$ cat config.mk
export PLATFORM = sky130hd
export DESIGN_NAME = udp_width_conv
export DESIGN_NICKNAME = d
export VERILOG_FILES = /design/src/rtl/udp_conv_pkg.sv /design/src/rtl/sync_fifo_fwft.sv /design/src/rtl/udp_width_conv.sv
export SDC_FILE = /design/constraint.sdc
export NUM_CORES = 1
export LEC_CHECK = 0
export ABC_AREA = 1
export CAP_MARGIN = 20
export CORE_UTILIZATION = 50
export DETAILED_ROUTE_END_ITERATION = 10
export PLACE_DENSITY = 0.69
export SLEW_MARGIN = 20
export SYNTH_ARGS = -nofsm -noshare
export SYNTH_HDL_FRONTEND = slang
export SYNTH_SLANG_ARGS = --single-unit
$ cat constraint.sdc
create_clock -name clk -period 3.6 [get_ports clk]
set_input_delay 0.72 -clock clk [delete_from_list [all_inputs] [get_ports clk]]
set_output_delay 0.72 -clock clk [all_outputs]
set_load 0.02 [all_outputs]
$ cat src/rtl/udp_conv_pkg.sv
// udp_conv_pkg: shared definitions for the UDP payload width converter.
// Holds the default width ratio, the slice-index width, the converter FSM
// encoding and a constant clog2 helper used to size pointers and counters.
package udp_conv_pkg;

  function automatic int clog2(input int value);
    int r;
    r = 0;
    while ((1 << r) < value) r++;
    return r;
  endfunction

  localparam int IN_W_DEF  = 32;
  localparam int OUT_W_DEF = 16;
  localparam int RATIO     = IN_W_DEF / OUT_W_DEF;
  localparam int SLC_W     = clog2(RATIO);

  typedef enum logic {
    IDLE = 1'b0,
    EMIT = 1'b1
  } state_t;

endpackage

$ cat src/rtl/sync_fifo_fwft.sv
// sync_fifo_fwft: first-word-fall-through FIFO with registered pointers.
// Ports: clk/rst (async active-high), push/din write side, pop/dout read side,
//        full/empty status. Caller must never push when full without a pop.
module sync_fifo_fwft
  import udp_conv_pkg::*;
#(
  parameter int WIDTH = 8,
  parameter int DEPTH = 8
) (
  input  logic             clk,
  input  logic             rst,
  input  logic             push,
  input  logic [WIDTH-1:0] din,
  input  logic             pop,
  output logic [WIDTH-1:0] dout,
  output logic             full,
  output logic             empty
);

  localparam int AW = clog2(DEPTH);

  logic [WIDTH-1:0] mem [DEPTH];
  logic [AW:0]      wr_ptr;
  logic [AW:0]      rd_ptr;

  // Extra pointer MSB distinguishes full from empty when the index bits match.
  assign empty = (wr_ptr == rd_ptr);
  assign full  = (wr_ptr[AW] != rd_ptr[AW]) && (wr_ptr[AW-1:0] == rd_ptr[AW-1:0]);
  assign dout  = mem[rd_ptr[AW-1:0]];

  always_ff @(posedge clk) begin
    if (push) mem[wr_ptr[AW-1:0]] <= din;
  end

  always_ff @(posedge clk or posedge rst) begin
    if (rst) begin
      wr_ptr <= '0;
      rd_ptr <= '0;
    end else begin
      if (push) wr_ptr <= wr_ptr + (AW+1)'(1);
      if (pop)  rd_ptr <= rd_ptr + (AW+1)'(1);
    end
  end

endmodule

$ cat src/rtl/udp_width_conv.sv
// udp_width_conv: splits IN_W payload words into IN_W/OUT_W slices of OUT_W bits.
// Ports: in_valid/in_data/in_last/in_nwords from the UDP receiver (cannot stall),
//        in_ready (= !fifo_full), out_valid/out_ready/out_data/out_last to the
//        SDRAM write FIFO, ovf/drop_cnt overflow statistics cleared by clr_stat.
module udp_width_conv
  import udp_conv_pkg::*;
#(
  parameter int IN_W      = 32,
  parameter int OUT_W     = 16,
  parameter int DEPTH     = 8,
  parameter int MSB_FIRST = 1,
  parameter int CNT_W     = 16,
  localparam int NSLC     = IN_W / OUT_W,
  localparam int IDX_W    = clog2(NSLC)
) (
  input  logic             clk,
  input  logic             rst,
  input  logic             in_valid,
  input  logic [IN_W-1:0]  in_data,
  input  logic             in_last,
  input  logic [IDX_W:0]   in_nwords,
  output logic             in_ready,
  output logic             out_valid,
  input  logic             out_ready,
  output logic [OUT_W-1:0] out_data,
  output logic             out_last,
  output logic             ovf,
  output logic [CNT_W-1:0] drop_cnt,
  input  logic             clr_stat
);

  localparam int            EW      = IN_W + 1 + IDX_W + 1;
  localparam logic [IDX_W:0] FULL_NW = (IDX_W+1)'(NSLC);

  // FIFO entry layout: {data, last, effective slice count}
  logic [EW-1:0]   fifo_din;
  logic [EW-1:0]   fifo_dout;
  logic            fifo_full;
  logic            fifo_empty;
  logic            push;
  logic            pop;
  logic            drop;
  logic [IDX_W:0]  eff_nw;

  logic [IN_W-1:0] head_data;
  logic            head_last;
  logic [IDX_W:0]  head_nw;

  state_t           state;
  state_t           next_state;
  logic [IN_W-1:0]  shreg;
  logic [IDX_W-1:0] slice_idx;
  logic [IDX_W:0]   nslc;
  logic             cur_last;
  logic             shift;
  logic             at_end;

  // A count of 0 (or any non-last word) means a whole word of slices.
  assign eff_nw   = (in_last && (in_nwords != '0)) ? in_nwords : FULL_NW;
  assign fifo_din = {in_data, in_last, eff_nw};

  assign head_data = fifo_dout[EW-1 -: IN_W];
  assign head_last = fifo_dout[IDX_W+1];
  assign head_nw   = fifo_dout[IDX_W:0];

  // A pop in the same cycle frees a slot, so a push onto a full FIFO is
  // still accepted then; only a push with no room and no pop is dropped.
  assign push     = in_valid && (!fifo_full || pop);
  assign drop     = in_valid && fifo_full && !pop;
  assign in_ready = !fifo_full;

  sync_fifo_fwft #(
    .WIDTH (EW),
    .DEPTH (DEPTH)
  ) u_fifo (
    .clk   (clk),
    .rst   (rst),
    .push  (push),
    .din   (fifo_din),
    .pop   (pop),
    .dout  (fifo_dout),
    .full  (fifo_full),
    .empty (fifo_empty)
  );

  assign at_end = ({1'b0, slice_idx} == (nslc - (IDX_W+1)'(1)));

  always_comb begin
    next_state = state;
    pop        = 1'b0;
    shift      = 1'b0;
    case (state)
      IDLE: begin
        if (!fifo_empty) begin
          pop        = 1'b1;
          next_state = EMIT;
        end
      end
      EMIT: begin
        if (out_ready) begin
          if (!at_end) begin
            shift = 1'b1;
          end else if (!fifo_empty) begin
            // Load the next word immediately so the stream has no bubble.
            pop = 1'b1;
          end else begin
            next_state = IDLE;
          end
        end
      end
      default: next_state = IDLE;
    endcase
  end

  // Outputs come straight from registers, so they hold while stalled and
  // out_valid drops as soon as reset is asserted.
  assign out_valid = (state == EMIT);
  assign out_last  = (state == EMIT) && at_end && cur_last;
  assign out_data  = (MSB_FIRST != 0) ? shreg[IN_W-1 -: OUT_W] : shreg[OUT_W-1:0];

  always_ff @(posedge clk or posedge rst) begin
    if (rst) begin
      state     <= IDLE;
      shreg     <= '0;
      slice_idx <= '0;
      nslc      <= FULL_NW;
      cur_last  <= 1'b0;
    end else begin
      state <= next_state;
      if (pop) begin
        shreg     <= head_data;
        slice_idx <= '0;
        nslc      <= head_nw;
        cur_last  <= head_last;
      end else if (shift) begin
        // Move the next slice toward the emit end of the register.
        shreg     <= (MSB_FIRST != 0) ? (shreg << OUT_W) : (shreg >> OUT_W);
        slice_idx <= slice_idx + (IDX_W)'(1);
      end
    end
  end

  // Clear takes priority but a drop in the same cycle is still recorded.
  always_ff @(posedge clk or posedge rst) begin
    if (rst) begin
      ovf      <= 1'b0;
      drop_cnt <= '0;
    end else if (clr_stat) begin
      ovf      <= drop;
      drop_cnt <= drop ? CNT_W'(1) : '0;
    end else if (drop) begin
      ovf <= 1'b1;
      if (drop_cnt != {CNT_W{1'b1}}) drop_cnt <= drop_cnt + CNT_W'(1);
    end
  end

endmodule

Yosys cells after proc, flatten, opt, wreduce, memory -nomap -nowiden. Memories as Yosys holds them, arrays and structs flattened. Cells that the tools add are included.

Bits in writable memories: 280. Output and inout bits: 36. Input bits: 40. Register bits: 62. Memories: 1. Word-level logic and storage cells: 59.

Memories: u_fifo.mem (depth 8, width 35, rd ports 1, clocked after Yosys merged registers in 0, wr ports 1, line sync_fifo_fwft.sv:22) `logic [WIDTH-1:0] mem [DEPTH];`.

$add $sub $neg: 5. Reduce and logical (&&, ||, !) cells: 15. Bitwise gates (word level): 1. Equality and inequality tests: 5. Muxes and demuxes: 23.

Operators with widths (number): $mux 32 (2); $mux 16 (3); $add 16x1->16 const B (1); $ne 16x16->1 const B (1); $mux 1 (15); $add 4x1->4 const B (2); $reduce_bool 2->1 (4); $logic_and 1x1->1 (7); $eq 4x4->1 (1); $pmux 1 s2 (2); $eq 3x3->1 (1); $eq 1x2->1 (1); $logic_not 1->1 (2); $mux 2 (1); $reduce_and 2->1 (1); $sub 2x1->2 const B (1); $add 1x1->1 const B (1); $logic_or 1x1->1 (1); $ne 1x1->1 (1); $not 1->1 (1).

Logic depth before layout (Yosys ltp).
Depth after elaboration: 9. Mapped depth: 12. Gate-level depth less buffers: 11.

Hierarchy. From an unflattened synthesis, not the netlist that was laid out.

Cell total of the unflattened synthesis: 1630. Area total of the unflattened synthesis: 15422.3 um2.

By module, submodules not included: sync_fifo_fwft (seq. area each 8608.3 um2, cells an instance 1263, instances 1, area an instance 12602.1 um2); udp_width_conv (seq. area each 1352.5 um2, cells an instance 367, instances 1, area an instance 2820.2 um2).

Worst setup path before layout. No wires, ideal clock.

Path kind: input to register. Start: in out_ready. End: mem u_fifo.mem[0][0] (netlist name), enable pin. Path buffers: 0. Data arrival time: 2.930 ns. Setup time: 0.427 ns. Data required time: 3.173 ns. Setup slack: 0.243 ns. Stages on the path: 6. Cells stage by stage: nand3_1 nand2_1 inv_1 a21boi_2 nand2_1 nor2_1.

Longest elaborated chain between the ends: 6.

RTL lines: start, declared (line udp_width_conv.sv:24) `input logic out_ready,`; $mux 1 (line udp_width_conv.sv:100) `if (out_ready) begin`; $pmux 1 s2 (line udp_width_conv.sv:92) `case (state)`; $logic_or 1x1->1 (line udp_width_conv.sv:68) `assign push = in_valid && (!fifo_full || pop);`; $logic_and 1x1->1 (line udp_width_conv.sv:68); $mux 1 (line sync_fifo_fwft.sv:32) `if (push) mem[wr_ptr[AW-1:0]] <= din;`; $mux 1 (not written as such) (line sync_fifo_fwft.sv:32); end, declared (line sync_fifo_fwft.sv:22).

No other way between the ends.

Worst setup path in the final report.
Start: reg u_fifo.wr_ptr[2]. End: out in_ready.

Longest elaborated chain between the ends: 3.

RTL lines: start, declared (line sync_fifo_fwft.sv:23) `logic [AW:0] wr_ptr;`; start signal, assigned (line sync_fifo_fwft.sv:40) `if (push) wr_ptr <= wr_ptr + (AW+1)'(1);`; $eq 3x3->1 (line sync_fifo_fwft.sv:28) `assign full = (wr_ptr[AW] != rd_ptr[AW]) && (wr_ptr[AW-1:0] == rd_ptr[AW-1:0]);`; $logic_and 1x1->1 (line sync_fifo_fwft.sv:28); $logic_not 1->1 (line udp_width_conv.sv:70) `assign in_ready = !fifo_full;`; end, declared (line udp_width_conv.sv:22) `output logic in_ready,`.

No other way between the ends.

==> impl_metrics.csv <==
group,metric,value,unit
run_status,status,"finished clean",
global_route,grt_max_degree,68,
floorplanning,die_y,170,microns
floorplanning,pin_count,76,
place,dpl.cell_count,1620,
pwr,static-leakage-power,6.07,nW
worst_setup_path,worst_ep_required_time,2880,ps
clock_network,cts_buffers,36,
sta,fmax,356,MHz
job,maxCapViolCount,0,
worst_setup_path,start_kind,"flop",
layout,nets,1323,
layout,final_common_cell,"edfxtp_1",
sta,rsz0062_at_grt,"no",
pwr,switching_share,35.7,%
global_route,grt_usage,22.9,%
worst_setup_path,regToRegSetupSlack,1190,ps
drt,wl,32500,microns
pwr,p_int,8.55,mW
sta,skew,20.9,ps
sta,setup_viol,0,
worst_setup_path,path_cells,"inv_1 -> nand2_1 -> nand2_1 -> nand3_2 -> nor2_4 -> inv_1 -> clkdlybuf4s50_1",
worst_setup_path,crit_path_max_fanout,6,
floorplanning,core.rowCount,61,
floorplanning,core,27900,sq um
sta,maxSlewViolCount,0,
pwr,comb_power_share,33.1,%
worst_setup_path,critPathArrivalTime,2090,ps
pwr,p_switching,4.74,mW
floorplanning,die-area,29000,sq um
clock_network,cts.sinks,342,
yosys,syn_area,14200,sq um
layout,ff_latch_area,9970,sq um
pwr,cellPowerDensity,808,nW/um^2
clock_network,cts.path.max_buffers,3,
yosys,syn_nets,1264,
global_route,grt_pass1_wl,50200,microns
layout,drive_gt1_share,8.42,%
floorplanning,initial_core_util,50.8,%
global_route,antenna_found_initial,0,
sta,setup_tns,0,ps
clock_network,postCtsSetupRepairBufs,0,
pwr,seq_power_share,39.7,%
layout,n_fill_cell,2212,
layout,multi_input_area,3690,sq um
global_route,first_global_vias,9066,
clock_network,ctsHoldBuffers,0,
sta,hold_ws,496,ps
clock_network,post_cts_resized,0,
drt,drt_iter0_drc,955,
clock_network,clk_pin_slew,60,ps
layout,mostFrequentLayoutCells,"edfxtp_1, nand2_1, nor2_1",
yosys,synth_seq_area_share,70.3,%
layout,finalNonFillerCells,1684,
drt,routed.top_layer,"met4",
sta,period_needed,2810,ps
floorplanning,die_w,170,microns
place,hpwl,19700,microns
yosys,postSynthCellCount,1221,
drt,routedWlPerCell,19.3,microns
place,routabilityCongestion,0.842,
worst_setup_path,cp_top_family,"buffers and inverters",
yosys,ys_seq_elements,342,
clock_network,cts_tree,"done",
drt,drc,0,
worst_setup_path,crit_slowest_cell,"clkdlybuf4s50_1",
sta,relSlewSlack,38.1,%
sta,hold_violations,0,
clock_network,root_buffer,"clkbuf_16",
yosys,syn_avg_cell_area,11.6,sq um
pwr,p_clk_share,27.3,%
clock_network,cts_max_level,2,
yosys,synth.distinct_cells,36,
pwr,vdd_drop_max,0.453,mV
layout,antenna-diode-count,0,
sta,finalCritPeriodShare,78.1,%
drt,wl_met1,13900,microns
clock_network,clkLatencyLatePin,520,ps
worst_setup_path,crit_type,"flop to output pin",
drt,via_per_inst,5.62,
worst_setup_path,end_kind,"output pin",
drt,ant_nets,0,
drt,wl_met2,16000,microns
sta,worst_pin_slew,925,ps
layout,syn2layout_area_growth,16.1,%
global_route,overflow,0,
drt,firstDrtPassIters,5,
min_path,hold_class,"flop to flop",
worst_setup_path,slowest_delay,530,ps
yosys,yosys_warnings,0,
place,port_buffers,75,
worst_setup_path,critPathBufInv,3,
drt,route.met3.wl,2080,microns
drt,vias,9471,
-- power by group through the flow --
stage               clock (mW)  sequential, mW  combinational [mW]
floorplan                    0            5.28                3.04
global placement             0            5.33                4.30
detailed placement           0            5.35                4.37
CTS                       3.69            5.27                4.39
global route              3.85            5.32                4.83
finish                    3.63            5.27                4.39
-- state kept, by name, indices dropped and copies added, names as in the netlist --
name	count
nslc	2
u_fifo.wr_ptr	4
u_fifo.rd_ptr	4
u_fifo.mem	280
out_valid	1
ovf	1
shreg	32
slice_idx	1
cur_last	1
drop_cnt	16
-- routing by layer --
metal  vias up  global-route usage (%)
li1       4416                       -
met2       357                    38.3
met4         0                    5.88
met5         -                       0
met1      4651                    31.2
met3        47                    3.58
-- cell usage after synthesis --
cell type  count  area (sq um)
nor3b_1        2          15.0
dfstp_2        1          26.3
o21a_1         4          30.0
inv_2          3          11.3
nand3_2        2          20.0
buf_1          7          26.3
nand2_4        3          33.8
inv_4          1          6.26
nor3_1         3          15.0
buf_2         26           130
nand2_1      268          1010
buf_6          1          11.3
dfrtp_1       61          1530
nor3_4         1          16.3
clkbuf_1      32           120
nor2_1       126           473
nand3_4        1          17.5
o21bai_1       2          15.0
a21boi_2       1          11.3
inv_1         33           124
nor2_4         2          22.5
xnor2_1        3          26.3
o21ai_0       95           475
or2_2          2          12.5
xor2_1         8          70.1
o211ai_1       8          60.1
buf_4         19           143
nand4_1        5          31.3
ha_1           3          37.5
nand3b_1       1          7.51
nand3_1       97           485
a22o_1        32           280
o21ai_1        3          15.0
edfxtp_1     280          8410
a21oi_1       65           325
o22ai_1       20           125
-- layout make-up --
type | count | area share (%)
well taps | 378 | 2.88
repair buffers | 106 | 6.21
clock buffers | 41 | 5.72
flip-flops and latches | 342 | 60.6
inverters | 37 | 0.875
clock inverters | 23 | 1.29
multi-input cells | 757 | 22.4
-- final timing paths --
path                                        from     endpoint  cells past startpoint
min in group asynchronous                    rst  drop_cnt[3]                      2
worst max register to register           nslc[1]    slice_idx                      9
worst min-delay path                     nslc[1]      nslc[1]                      2
worst max-delay path            u_fifo.wr_ptr[2]     in_ready                      7
worst min register to register           nslc[1]      nslc[1]                      2
max in group asynchronous                    rst      nslc[1]                      3
-- tightest hold or removal path, delay by kind of cell (launching register included) --
kind,cells,cell delay (ps)
flops,1,360
compound gates,1,70
buf+inv,1,60
-- per-stage QoR --
step	setup WS (ps)	area (sq um)	total power, mW	util [%]
after floorplan	243	14200	8.32	-
after global placement	693	15300	9.63	54.9
after detailed placement	660	15300	9.71	54.9
after CTS	786	16400	13.3	59.0
after global routing	676	16400	14.0	59.0
final	788	16400	13.3	59.0
-- cells by family after synthesis --
kind of cell             synth area share [%]
AND/OR/NAND/NOR                          15.2
XOR/XNOR                                0.680
buffers and inverters                    4.04
flip-flops                               70.3
adder cells (fa/ha/maj)                 0.265
AO/OA/AOI/OAI                            9.45
Power figures use the tool's default switching activity.
